===== config.mk =====
export PLATFORM = sky130hd
export DESIGN_NAME = updown_counter_ctl
export DESIGN_NICKNAME = d
export VERILOG_FILES = /design/src/rtl/updown_counter_ctl.sv
export SDC_FILE = /design/constraint.sdc
export NUM_CORES = 1
export LEC_CHECK = 0
export CORE_MARGIN = 4
export CORE_UTILIZATION = 45
export CTS_BUF_LIST = sky130_fd_sc_hd__clkbuf_8
export DETAILED_ROUTE_END_ITERATION = 8
export GPL_TIMING_DRIVEN = 1
export PLACE_DENSITY_LB_ADDON = 0.08
export SYNTH_ARGS = -nofsm -noshare
export SYNTH_HDL_FRONTEND = slang
export SYNTH_SLANG_ARGS = --single-unit

===== constraint.sdc =====
create_clock -name CLK -period 3.4 [get_ports CLK]
set_input_delay 0.34 -clock CLK [delete_from_list [all_inputs] [get_ports CLK]]
set_output_delay 0.34 -clock CLK [all_outputs]
set_load 0.01 [all_outputs]

===== src/rtl/updown_counter_ctl.sv =====
// Up/down event counter with debounced clear/direction push-buttons, prescaled
// enable, programmable [0, LIMIT] range that wraps or saturates, and a parallel load.
module updown_counter_ctl #(
  parameter int WIDTH    = 32,
  parameter int PRESCALE = 1,
  parameter int DEBOUNCE = 16,
  parameter int SATURATE = 0,
  parameter int LED_W    = 8,
  parameter int LED_LSB  = 20
) (
  input  logic             CLK,
  input  logic             RST,
  input  logic             KEY_CLR_N,
  input  logic             KEY_UP,
  input  logic             EN,
  input  logic             LOAD,
  input  logic [WIDTH-1:0] LOAD_VAL,
  input  logic [WIDTH-1:0] LIMIT,
  output logic [WIDTH-1:0] COUNT,
  output logic [LED_W-1:0] LED,
  output logic             WRAP,
  output logic             AT_MAX,
  output logic             AT_ZERO
);

  localparam int PW = (PRESCALE > 1) ? $clog2(PRESCALE) : 1;
  localparam int DW = $clog2(DEBOUNCE + 1);
  localparam logic [PW-1:0] PRE_LAST = PW'(PRESCALE - 1);
  localparam logic [DW-1:0] DB_LAST  = DW'(DEBOUNCE - 1);

  // key index 0 = clear (active low), 1 = direction (high = up)
  logic [1:0]         sync1, sync2, deb, deb_nxt;
  logic [1:0][DW-1:0] db_cnt, db_cnt_nxt;

  logic [PW-1:0]    pre, pre_nxt;
  logic [WIDTH-1:0] count_nxt, load_sat;
  logic             wrap_nxt, tick, clr_act, dir_up;

  always_ff @(posedge CLK or posedge RST) begin
    if (RST) begin
      sync1  <= '1;
      sync2  <= '1;
      deb    <= '1;
      db_cnt <= '0;
    end else begin
      sync1  <= {KEY_UP, KEY_CLR_N};
      sync2  <= sync1;
      deb    <= deb_nxt;
      db_cnt <= db_cnt_nxt;
    end
  end

  always_comb begin
    deb_nxt    = deb;
    db_cnt_nxt = '0;
    for (int k = 0; k < 2; k++) begin
      if (sync2[k] != deb[k]) begin
        if (db_cnt[k] == DB_LAST) deb_nxt[k] = sync2[k];
        else                      db_cnt_nxt[k] = db_cnt[k] + 1'b1;
      end
    end
  end

  // Clear acts on the edge where the debounced level goes active, not one later.
  assign clr_act  = ~deb_nxt[0];
  assign dir_up   = deb[1];
  assign tick     = EN && (pre == PRE_LAST);
  assign load_sat = (LOAD_VAL > LIMIT) ? LIMIT : LOAD_VAL;

  always_comb begin
    count_nxt = COUNT;
    pre_nxt   = pre;
    wrap_nxt  = 1'b0;
    if (clr_act) begin
      count_nxt = '0;
      pre_nxt   = '0;
    end else if (LOAD) begin
      count_nxt = load_sat;
      pre_nxt   = '0;
    end else begin
      if (EN) pre_nxt = tick ? '0 : pre + 1'b1;
      if (tick) begin
        if (dir_up) begin
          if (COUNT < LIMIT) begin
            count_nxt = COUNT + 1'b1;
          end else if (SATURATE == 0) begin
            count_nxt = '0;
            wrap_nxt  = 1'b1;
          end else begin
            count_nxt = LIMIT;
          end
        end else begin
          if (COUNT > LIMIT) begin
            count_nxt = LIMIT;
          end else if (COUNT != '0) begin
            count_nxt = COUNT - 1'b1;
          end else if (SATURATE == 0) begin
            count_nxt = LIMIT;
            wrap_nxt  = 1'b1;
          end
        end
      end
    end
  end

  always_ff @(posedge CLK or posedge RST) begin
    if (RST) begin
      COUNT <= '0;
      pre   <= '0;
      WRAP  <= 1'b0;
    end else begin
      COUNT <= count_nxt;
      pre   <= pre_nxt;
      WRAP  <= wrap_nxt;
    end
  end

  assign LED     = COUNT[LED_LSB +: LED_W];
  assign AT_MAX  = (COUNT >= LIMIT);
  assign AT_ZERO = (COUNT == '0);

endmodule


# Word level (Yosys, flattened, before mapping)
# Cells that the tools add are included.
# totals
ff_bits,50
in_bits,70
elab_cells,54
# classes
add_sub_neg,5
order_cmp,4
n_eq_ne,6
n_mux,25
bitwise_logic,1
reduce_logical,4
# ops
op,count
$mux 32,8
$gt 32x32->1,2
$add 32x1->32 const B,1
$ge 32x32->1,1
$logic_not 32->1,1
$lt 32x32->1,1
$reduce_bool 32->1,1
$sub 32x1->32 const B,1
$mux 5,4
$mux 1,13
$add 5x1->5 const B,2
$eq 5x4->1 const B,2
$ne 3x2->1 const B,1
$ne 3x3->1 const B,1
$ne 1x1->1,2
$reduce_and 2->1,1
$add 1x1->1 const B,1
$logic_and 1x1->1,1
$not 1->1,1

# Depth between registers and ports, before layout
# Gate-level depths: netlist (run 1).
# logic_depth
depth_word,7
mapped_depth,12

# Least setup slack after synthesis (run 1)
# Ideal clock, no wire load.
# synth_path
path_kind,register -> register
from,reg COUNT[11]
to,reg COUNT[16]
setup_ns,0.082
arrival_time_ns,2.841
required_ns,3.318
path_slack_ns,0.477
path_stages_with_launch,12
path_buffers,4
synth_period_minus_slack_ns,2.923
cell_sequence,dfrtp_1 buf_6 or4_4 or3_1 buf_2 or4_4 buf_6 clkinv_8 nor3_4 buf_6 a211o_1 a31oi_1
# synth_via
elab_chain_len,7
elab_cells_between_ends,12
cone_classes,add/sub (2); order compare (2); mux (7); reduce/logical (1)
# synth_rtl
element,line,text
start: declaration,19,"output logic [WIDTH-1:0] COUNT,"
start signal: assignment,112,COUNT <= count_nxt;
$sub 32x1->32 / $reduce_bool 32->1 (equally long branches),"96, 95",
$mux 32,95,end else if (COUNT != '0) begin
$mux 32,93,if (COUNT > LIMIT) begin
$mux 32 (*),83,if (dir_up) begin
$mux 32 (*),82,if (tick) begin
$mux 32 (*),77,end else if (LOAD) begin
$mux 32 (*),74,if (clr_act) begin
# Mark *: on every way between the ends. The rest lies on a longest branch, timed or not. The select of a mux whose other input is x is not followed.
# A chain may end at the register's enable or synchronous reset.

# Worst setup path in the final report (run 1)
# layout_path
from,in LIMIT[9]
to,out AT_MAX
# layout_via
elab_chain_len,1
# layout_rtl
element,line,text
start: declaration,18,"input logic [WIDTH-1:0] LIMIT,"
$ge 32x32->1,119,assign AT_MAX = (COUNT >= LIMIT);
end: declaration,22,"output logic AT_MAX,"
# Every way passes these cells.

==> results of run 1 <==
## power groups by stage
stage | Clock [mW] | Sequential [mW] | Combinational (mW)
detailed placement | 0 | 0.622 | 0.449
global placement | 0 | 0.621 | 0.441
global route | 0.489 | 0.613 | 0.503
floorplan | 0 | 0.621 | 0.243
CTS | 0.466 | 0.611 | 0.452
finish | 0.456 | 0.611 | 0.461
## worst max-delay path, stage by stage
cell	delay (ps)
clkdlybuf4s50_1	550
inv_1	90
ha_1	310
a21oi_1	140
o21a_1	180
o2bb2ai_1	150
o31a_1	360
or3_1	360
clkdlybuf4s50_1	510
## routing by layer
layer / up-vias / global-route usage (%) / share of wire [%]
met5: - / 0 / 0
met1: 3543 / 38.4 / 40
li1: 3446 / - / -
met3: 92 / 4.97 / 9.1
met2: 444 / 49.1 / 46
met4: 0 / 14.6 / 4.6
## stage by stage
step | util, % | std cells | hold slack [ps] | area [µm²]
final | 58.9 | 1135 | 303 | 8170
after floorplan | - | 839 | 344 | 6390
after detailed placement | 57.9 | 1127 | 348 | 8040
after global placement | 57.9 | 1127 | 346 | 8040
after global routing | 58.9 | 1135 | 336 | 8170
after CTS | 58.7 | 1134 | 310 | 8150
## cell usage after synthesis (7+ instances only)
library cell,count
a211o_1,7
a211oi_1,19
a21boi_0,8
a21oi_1,66
a221oi_1,26
a31o_2,9
a31oi_1,32
and2_1,10
and3_1,8
buf_1,8
buf_4,8
clkbuf_1,62
dfrtp_1,44
ha_1,69
inv_1,42
nand2_1,47
nand3_1,40
nand4_1,34
nor2_1,31
nor3_1,14
nor4_1,28
o211ai_1,19
o21ai_0,62
o31ai_1,16
or3_1,10
xnor2_1,26
xor2_1,11
## logic make-up (layout without fill, tap and decap cells)
logic type / count (synthesis) / count (layout)
multiplexers: 5 / 5
buffers and inverters: 127 / 243
AND/OR/NAND/NOR: 257 / 257
AO/OA/AOI/OAI: 294 / 294
adder cells (fa/ha/maj): 69 / 69
XOR/XNOR: 37 / 37
flip-flops: 50 / 50
## flip-flops by register name, indices dropped and copies added (netlist names)
| register | count |
|---|---|
| pre | 1 |
| COUNT | 32 |
| db_cnt | 10 |
| sync1 | 2 |
| sync2 | 2 |
| WRAP | 1 |
| deb | 2 |
## worst max-delay path by stage
stage               from   endpoint  slack (ps)  depth (start not counted)
5_1_grt        LIMIT[26]     AT_MAX           5                         10
3_5_place_dp   LIMIT[15]  COUNT[12]        -120                         12
4_1_cts        COUNT[11]    AT_ZERO          10                          5
6_report        LIMIT[9]     AT_MAX          70                          9
2_1_floorplan  COUNT[11]  COUNT[16]         480                         11
3_3_place_gp   LIMIT[15]   COUNT[3]         -10                         11
## cell type report
cell class | count | area, µm²
inverter | 43 | 174
tap | 180 | 225
multi-input combinational | 662 | 4630
clock inverter | 2 | 38.8
clock buffer | 5 | 68.8
sequential | 50 | 1260
fill | 1302 | 5710
timing repair buffer | 193 | 1780
## timing repair
action / 4_1_cts / 5_1_grt
pin swaps: 0 / 5
hold buffers: 0 / 0
setup endpoints to repair: 1 / 2
resized for setup: 2 / 4
setup buffers: 0 / 1
==> results.yml, run 1 <==
status:
  status: "finished clean"
final_layout:
  layout_commonest_cell: "clkdlybuf4s50_1"
  drive_above_1_share_pct: 12.9
  final_cell_mix: "clkdlybuf4s50_1 (110), buf_4 (77), ha_1 (69)"
  antenna_cells: 0
  fin_nets: 1094
  areaGrowthSynthToFinish_pct: 27.9
route:
  via_per_inst: 6.63
  drt_iter0_drc: 749
  ant_nets: 0
  drcViolationCount: 0
  wl_um: 24700
  vias: 7525
  drt_first_pass_iters: 6
  wl_per_cell_um: 21.8
yosys:
  synthAdderAreaFrac_pct: 13.5
  yosysSeqAreaShare_pct: 19.7
  synth_area_leader_cell: "dfrtp_1"
  async_flop_share_pct: 100
  synth-compound-area-share_pct: 30.4
  synthesis.nets: 978
  avgSynthCellArea_um2: 7.61
  ys_ff_latch: 50
  syn_area_um2: 6390
  synth-simple-area-share_pct: 21.9
  synth_top_family_by_area: "compound AO/OA/AOI/OAI gates"
  synth_edf_count: 0
  syn_inst: 839
  synthFlopType: "dfrtp_1"
  synth.area.mux_share_pct: 0.803
  synth_area_leaders: "dfrtp_1 (17%), ha_1 (14%), a21oi_1 (5.2%)"
  yosysTopAreaCellShare_pct: 17.2
  synth_cell_types: 61
  yosysWarnings: 0
  synth_xor_xnor_area_share_pct: 5.07
global_route:
  gr-total-overflow: 0
  gr-usage-all-layers_pct: 30.0
  grt_max_degree: 65
  first_global_vias: 7531
  grt_pass1_wl_um: 38900
  antenna_found_initial: 0
worst_setup_path:
  crit_type: "primary input to primary output"
  end_kind: "primary output"
  r2r_cells: 8
  r2r-start: "COUNT[28]"
  cp_data_arrival_time_ps: 2990
  cp-start-kind: "primary input"
  r2r_setup_slack_ps: 260
  required_ps: 3060
  reg2reg_to: "COUNT[20]"
  crit_fanout: 4
clocking:
  cts_sinks: 50
  clk_pin_slew_ps: 110
  clk_latency_ps: 350
  clock_path_buffers: 2
  cts_buffers: 5
  cts_tree: "yes"
  cts_max_level: 2
  cts-root-buf: "clkbuf_8"
placed_design:
  port_buffers: 112
  hpwlAfterDp_um: 18400
  place_ws_ps: -120
  gp_congestion: 0.936
floorplanning:
  chipWidth_um: 127
  start_util_pct: 46.0
  io_pins: 113
  core_um2: 13900
  die_y_um: 127
  die-area_um2: 16200
  rows: 43
pwr:
  vdd_ir_drop_max_uv: 146
  p_sw_share_pct: 32.9
  power_mw: 1.53
  power_density_nw_per_um2: 187
  pwr-share-seq_pct: 40.0
  p_clk_share_pct: 29.9
  p_sw_mw: 0.503
  internal_power_mw: 1.02
  pwr-share-comb_pct: 30.2
  leakage_nw: 3.57
timing:
  slew_headroom_pct: 39.1
  fin_setup_tns_ps: 0
  skew_ps: 17.8
  rsz0062_at_grt: "no"
  fin_crit_ps: 3330
  tightest_slew_ps: 913
  slew_violations: 0
  fin_crit_sh_pct: 97.9
  hold_viol_final: 0
  worst_slack_ps: 70.6
  max_freq_mhz: 300
  setup_violations: 0
hold_path:
  hp-class: "primary input to async pin"
job:
  max_cap_viol_count: 0
Power figures use the tool's default switching activity.
==> run 2: changes to the inputs <==
- GPL_TIMING_DRIVEN: 1 -> unset
- PLACE_DENSITY: unset -> 0.7
- PLACE_DENSITY_LB_ADDON: 0.08 -> unset
==> results.yml, run 2 (synthesis gave the netlist of run 1 again) <==
global_route:
  grt_pass1_wl_um: 37300
  grt.busiest_layer: "met2"
  grt.met1_usage_pct: 38.2
  gr-total-overflow: 0
  antenna_found_initial: 0
  grt_max_degree: 51
  gr-usage-all-layers_pct: 28.8
  grt_use_met3_pct: 4.52
  use_met2_pct: 47.0
  first_global_vias: 7116
placed_design:
  port_buffers: 112
  gp_congestion: 0.924
  postPlaceCellArea_um2: 8050
  placed_cells: 1122
  hpwlAfterDp_um: 17000
final_layout:
  fin_cells: 1132
  areaGrowthSynthToFinish_pct: 28.3
  top_register: "COUNT"
  layout_commonest_cell: "clkdlybuf4s50_1"
  design_area_um2: 8190
  finalCoreUtilization_pct: 59.0
  final_cell_mix: "clkdlybuf4s50_1 (109), ha_1 (69), buf_4 (69)"
  drive_above_1_share_pct: 12.9
  reg.largest.list: "COUNT (32), db_cnt (10)"
  fin_nets: 1090
  largest_register_ffs: 32
  antenna_cells: 0
hold_path:
  hp-class: "flip-flop to flip-flop"
  hold_depth: 0
timing:
  hold_viol_final: 0
  fin_crit_sh_pct: 94.4
  setup_violations: 0
  tightest_slew_ps: 898
  rsz0062_at_grt: "yes"
  slew_headroom_pct: 40.1
  slew_violations: 0
  max_freq_mhz: 312
  fin_crit_ps: 3210
  skew_ps: 16.8
  hold_slack_ps: 361
floorplanning:
  core_um2: 13900
  rows: 43
  start_util_pct: 46.0
  chipWidth_um: 127
  die_y_um: 127
  die-area_um2: 16200
  io_pins: 113
worst_setup_path:
  reg2reg_to: "COUNT[22]"
  end_kind: "flip-flop"
  r2r-start: "COUNT[27]"
  cp-endpoint: "COUNT[22]"
  required_ps: 3650
  crit_start: "COUNT[27]"
  crit_fanout: 16
  cp_data_arrival_time_ps: 3460
  r2r_setup_slack_ps: 190
  cp-start-kind: "flip-flop"
  crit_type: "flip-flop to flip-flop"
  r2r_cells: 9
route:
  drt_first_pass_iters: 5
  drt_iter0_drc: 679
  vias: 7374
  via_per_inst: 6.51
  wl_um: 23600
  wl_per_cell_um: 20.9
  drcViolationCount: 0
  ant_nets: 0
clocking:
  cts_max_level: 2
  cts_sinks: 50
  cts_tree: "yes"
  clk_pin_slew_ps: 120
  clock_path_buffers: 2
  cts_buffers: 5
  clk_latency_ps: 350
  cts-root-buf: "clkbuf_8"
job:
  max_cap_viol_count: 0
pwr:
  vdd_ir_drop_max_uv: 166
  leakage_nw: 3.58
  p_clk_share_pct: 28.1
  power_mw: 1.50
  power_density_nw_per_um2: 184
  internal_power_mw: 0.987
  p_sw_share_pct: 34.4
  pwr-share-seq_pct: 40.6
  pwr-share-comb_pct: 31.3
  p_sw_mw: 0.517
status:
  status: "finished clean"
-- run 2: cell types whose count changed in the layout (fill, tap and decap cells not counted), sizes merged --
cell           change
dlygate4sd2        +1
buf                -4
clkdlybuf4s50      -1
clkinv             -1
bufinv             -1
inv                +1
clkinvlp           +1
clkbuf             +1
-- run 2: through the flow --
stage | worst slack [ps] | TNS [ps]
after global routing | -55.5 | -268
after global placement | -70.7 | -665
final | 191 | 0
after floorplan | 477 | 0
after detailed placement | -88.6 | -1110
after CTS | 4.74 | 0
-- run 2: repair_timing --
item,4_1_cts,5_1_grt
hold buffers,0,0
pin swaps,1,2
buffers inserted,1,1
resized for setup,3,7
endpoints found under the setup margin,2,24
-- run 2: critical path, cell delays in order (launching register included) --
cell and delay (ps):
dfrtp_2 460, or2_1 290, or3_1 360, or4_1 430, or4_4 560, buf_4 220
buf_4 220, nand4_1 110, o211ai_1 100, a221oi_1 370
-- run 2: power by group through the flow --
stage / registers, mW / logic (mW) / clock network [mW]
floorplan: 0.621 / 0.243 / 0
global placement: 0.622 / 0.455 / 0
detailed placement: 0.622 / 0.459 / 0
CTS: 0.611 / 0.462 / 0.427
global route: 0.612 / 0.517 / 0.448
finish: 0.611 / 0.471 / 0.422
-- run 2: area by class of cell --
cell class	count	area, µm²
sequential	50	1260
tap	180	225
clock buffer	6	82.6
multi-input combinational	662	4640
fill	1307	5690
inverter	43	174
clock inverter	2	16.3
timing repair buffer	189	1800
-- run 2: routing by layer --
metal | vias up | part of all wire (%) | routed length (µm)
met5 | - | 0 | 0
met4 | 0 | 2.6 | 622
met3 | 50 | 9.6 | 2260
met2 | 423 | 47 | 11100
met1 | 3471 | 41 | 9690
li1 | 3430 | - | -
-- run 2: worst min path at each step --
stage                          from  endpoint  slack (ps)
after floorplan           KEY_CLR_N  sync1[0]         340
after global placement     sync1[1]  sync2[1]         350
after detailed placement   sync1[1]  sync2[1]         350
after CTS                  sync1[1]  sync2[1]         360
after global routing       sync1[0]  sync2[0]         370
final                      sync1[1]  sync2[1]         360
==> run 3: changes to the inputs <==
- CORE_MARGIN: 4 -> 10
- MAX_ROUTING_LAYER: unset -> met4
==> results.yml, run 3 (synthesis gave the netlist of run 1 again) <==
status:
  status: "finished clean"
final_layout:
  top_register: "COUNT"
  reg.largest.list: "COUNT (32), db_cnt (10)"
  largest_register_ffs: 32
  fillCellCount: 1279
  multiInputGateArea_um2: 4630
  areaGrowthSynthToFinish_pct: 30.0
  antenna_cells: 0
  fin_nets: 1105
  layout_commonest_cell: "clkdlybuf4s50_1"
  fin_cells: 1147
  seqCellArea_um2: 1260
  drive_above_1_share_pct: 13.9
  design_area_um2: 8300
  final_cell_mix: "clkdlybuf4s50_1 (110), buf_4 (83), ha_1 (69)"
route:
  drt_first_pass_iters: 6
  drt_iter0_drc: 892
  wl_um: 24600
  ant_nets: 0
  drcViolationCount: 0
  wl_per_cell_um: 21.4
  vias: 7492
  via_per_inst: 6.53
timing:
  worst_slack_ps: 65.3
  tightest_slew_ps: 922
  slew_violations: 0
  hold_viol_final: 0
  rsz0062_at_grt: "no"
  slew_headroom_pct: 38.5
  fin_setup_tns_ps: 0
  fin_crit_sh_pct: 98.1
  fin_crit_ps: 3330
  setup_violations: 0
  skew_ps: 29.0
  max_freq_mhz: 300
placed_design:
  hpwlAfterDp_um: 18600
  port_buffers: 112
  gp_congestion: 0.977
  placed_cells: 1138
  postPlaceCellArea_um2: 8180
  place_ws_ps: -104
pwr:
  leakage_nw: 3.66
  power_mw: 1.52
  vdd_ir_drop_max_uv: 151
  power_density_nw_per_um2: 183
worst_setup_path:
  cp_data_arrival_time_ps: 2990
  r2r-start: "COUNT[27]"
  end_kind: "primary output"
  r2r_cells: 9
  crit_start: "COUNT[27]"
  crit_type: "flip-flop to primary output"
  cp-start-kind: "flip-flop"
  crit_fanout: 6
  required_ps: 3060
floorplanning:
  io_pins: 113
  rows: 43
  chipWidth_um: 139
  die_y_um: 139
  core_um2: 13900
  die-area_um2: 19400
  start_util_pct: 46.0
global_route:
  gr-usage-all-layers_pct: 25.0
  grt_max_degree: 65
  antenna_found_initial: 0
  first_global_vias: 7214
  grt_pass1_wl_um: 39100
  gr-total-overflow: 0
clocking:
  cts_buffers: 5
  cts-root-buf: "clkbuf_8"
  cts_sinks: 50
  clock_path_buffers: 2
  cts_tree: "yes"
  cts_max_level: 2
  ctsHoldBuffers: 0
  clk_latency_ps: 370
  clk_pin_slew_ps: 110
hold_path:
  hold_depth: 3
  hp-class: "primary input to flip-flop"
  hp-start: "LOAD"
job:
  max_cap_viol_count: 0
-- run 3: critical path, stage by stage (launching register included) --
cell	delay, ps
dfrtp_1	390
or2_1	270
or3_1	360
or4_1	450
or4_4	550
clkinv_8	90
clkdlybuf4s50_1	540
-- run 3: where the power goes --
| part | switching [mW] | internal, mW |
|---|---|---|
| Sequential | 0.00571 | 0.605 |
| Clock | 0.278 | 0.154 |
| Combinational | 0.257 | 0.218 |
-- run 3: layout make-up --
cell class,count,share of cell area (%)
Multi-Input combinational cell,662,55.7
Timing Repair Buffer,204,23.1
Sequential cell,50,15.2
Tap cell,180,2.71
Inverter,43,2.09
Clock buffer,5,0.829
Clock inverter,3,0.347
-- run 3: metrics by stage --
step | hold WS, ps | util, %
2_1_floorplan | 344 | -
3_3_place_gp | 345 | 59.0
3_5_place_dp | 347 | 59.0
4_1_cts | 306 | 59.8
5_1_grt | 330 | 59.8
6_report | 332 | 59.8
-- run 3: path summary, 6_finish.rpt --
path	end	slack [ps]
max	AT_ZERO	70
min	WRAP	330
max reg2reg	COUNT[20]	120
min reg2reg	sync2[1]	360
max in group asynchronous	COUNT[9]	2290
min in group asynchronous	COUNT[29]	420
-- run 3: timing repair --
action | 4_1_cts | 5_1_grt
pin swaps | 3 | 2
gates cloned | 0 | 0
hold endpoints to repair | 0 | 0
resized for setup | 2 | 2
setup buffers | 1 | 0
endpoints found under the setup margin | 2 | 7
-- run 3: layer usage --
metal | track usage, % | vias up | routed length [µm]
met5 | - | - | 0
li1 | - | 3463 | -
met3 | 5.03 | 60 | 2440
met2 | 39.1 | 456 | 11200
met4 | 7.69 | 0 | 618
met1 | 31.8 | 3513 | 10400
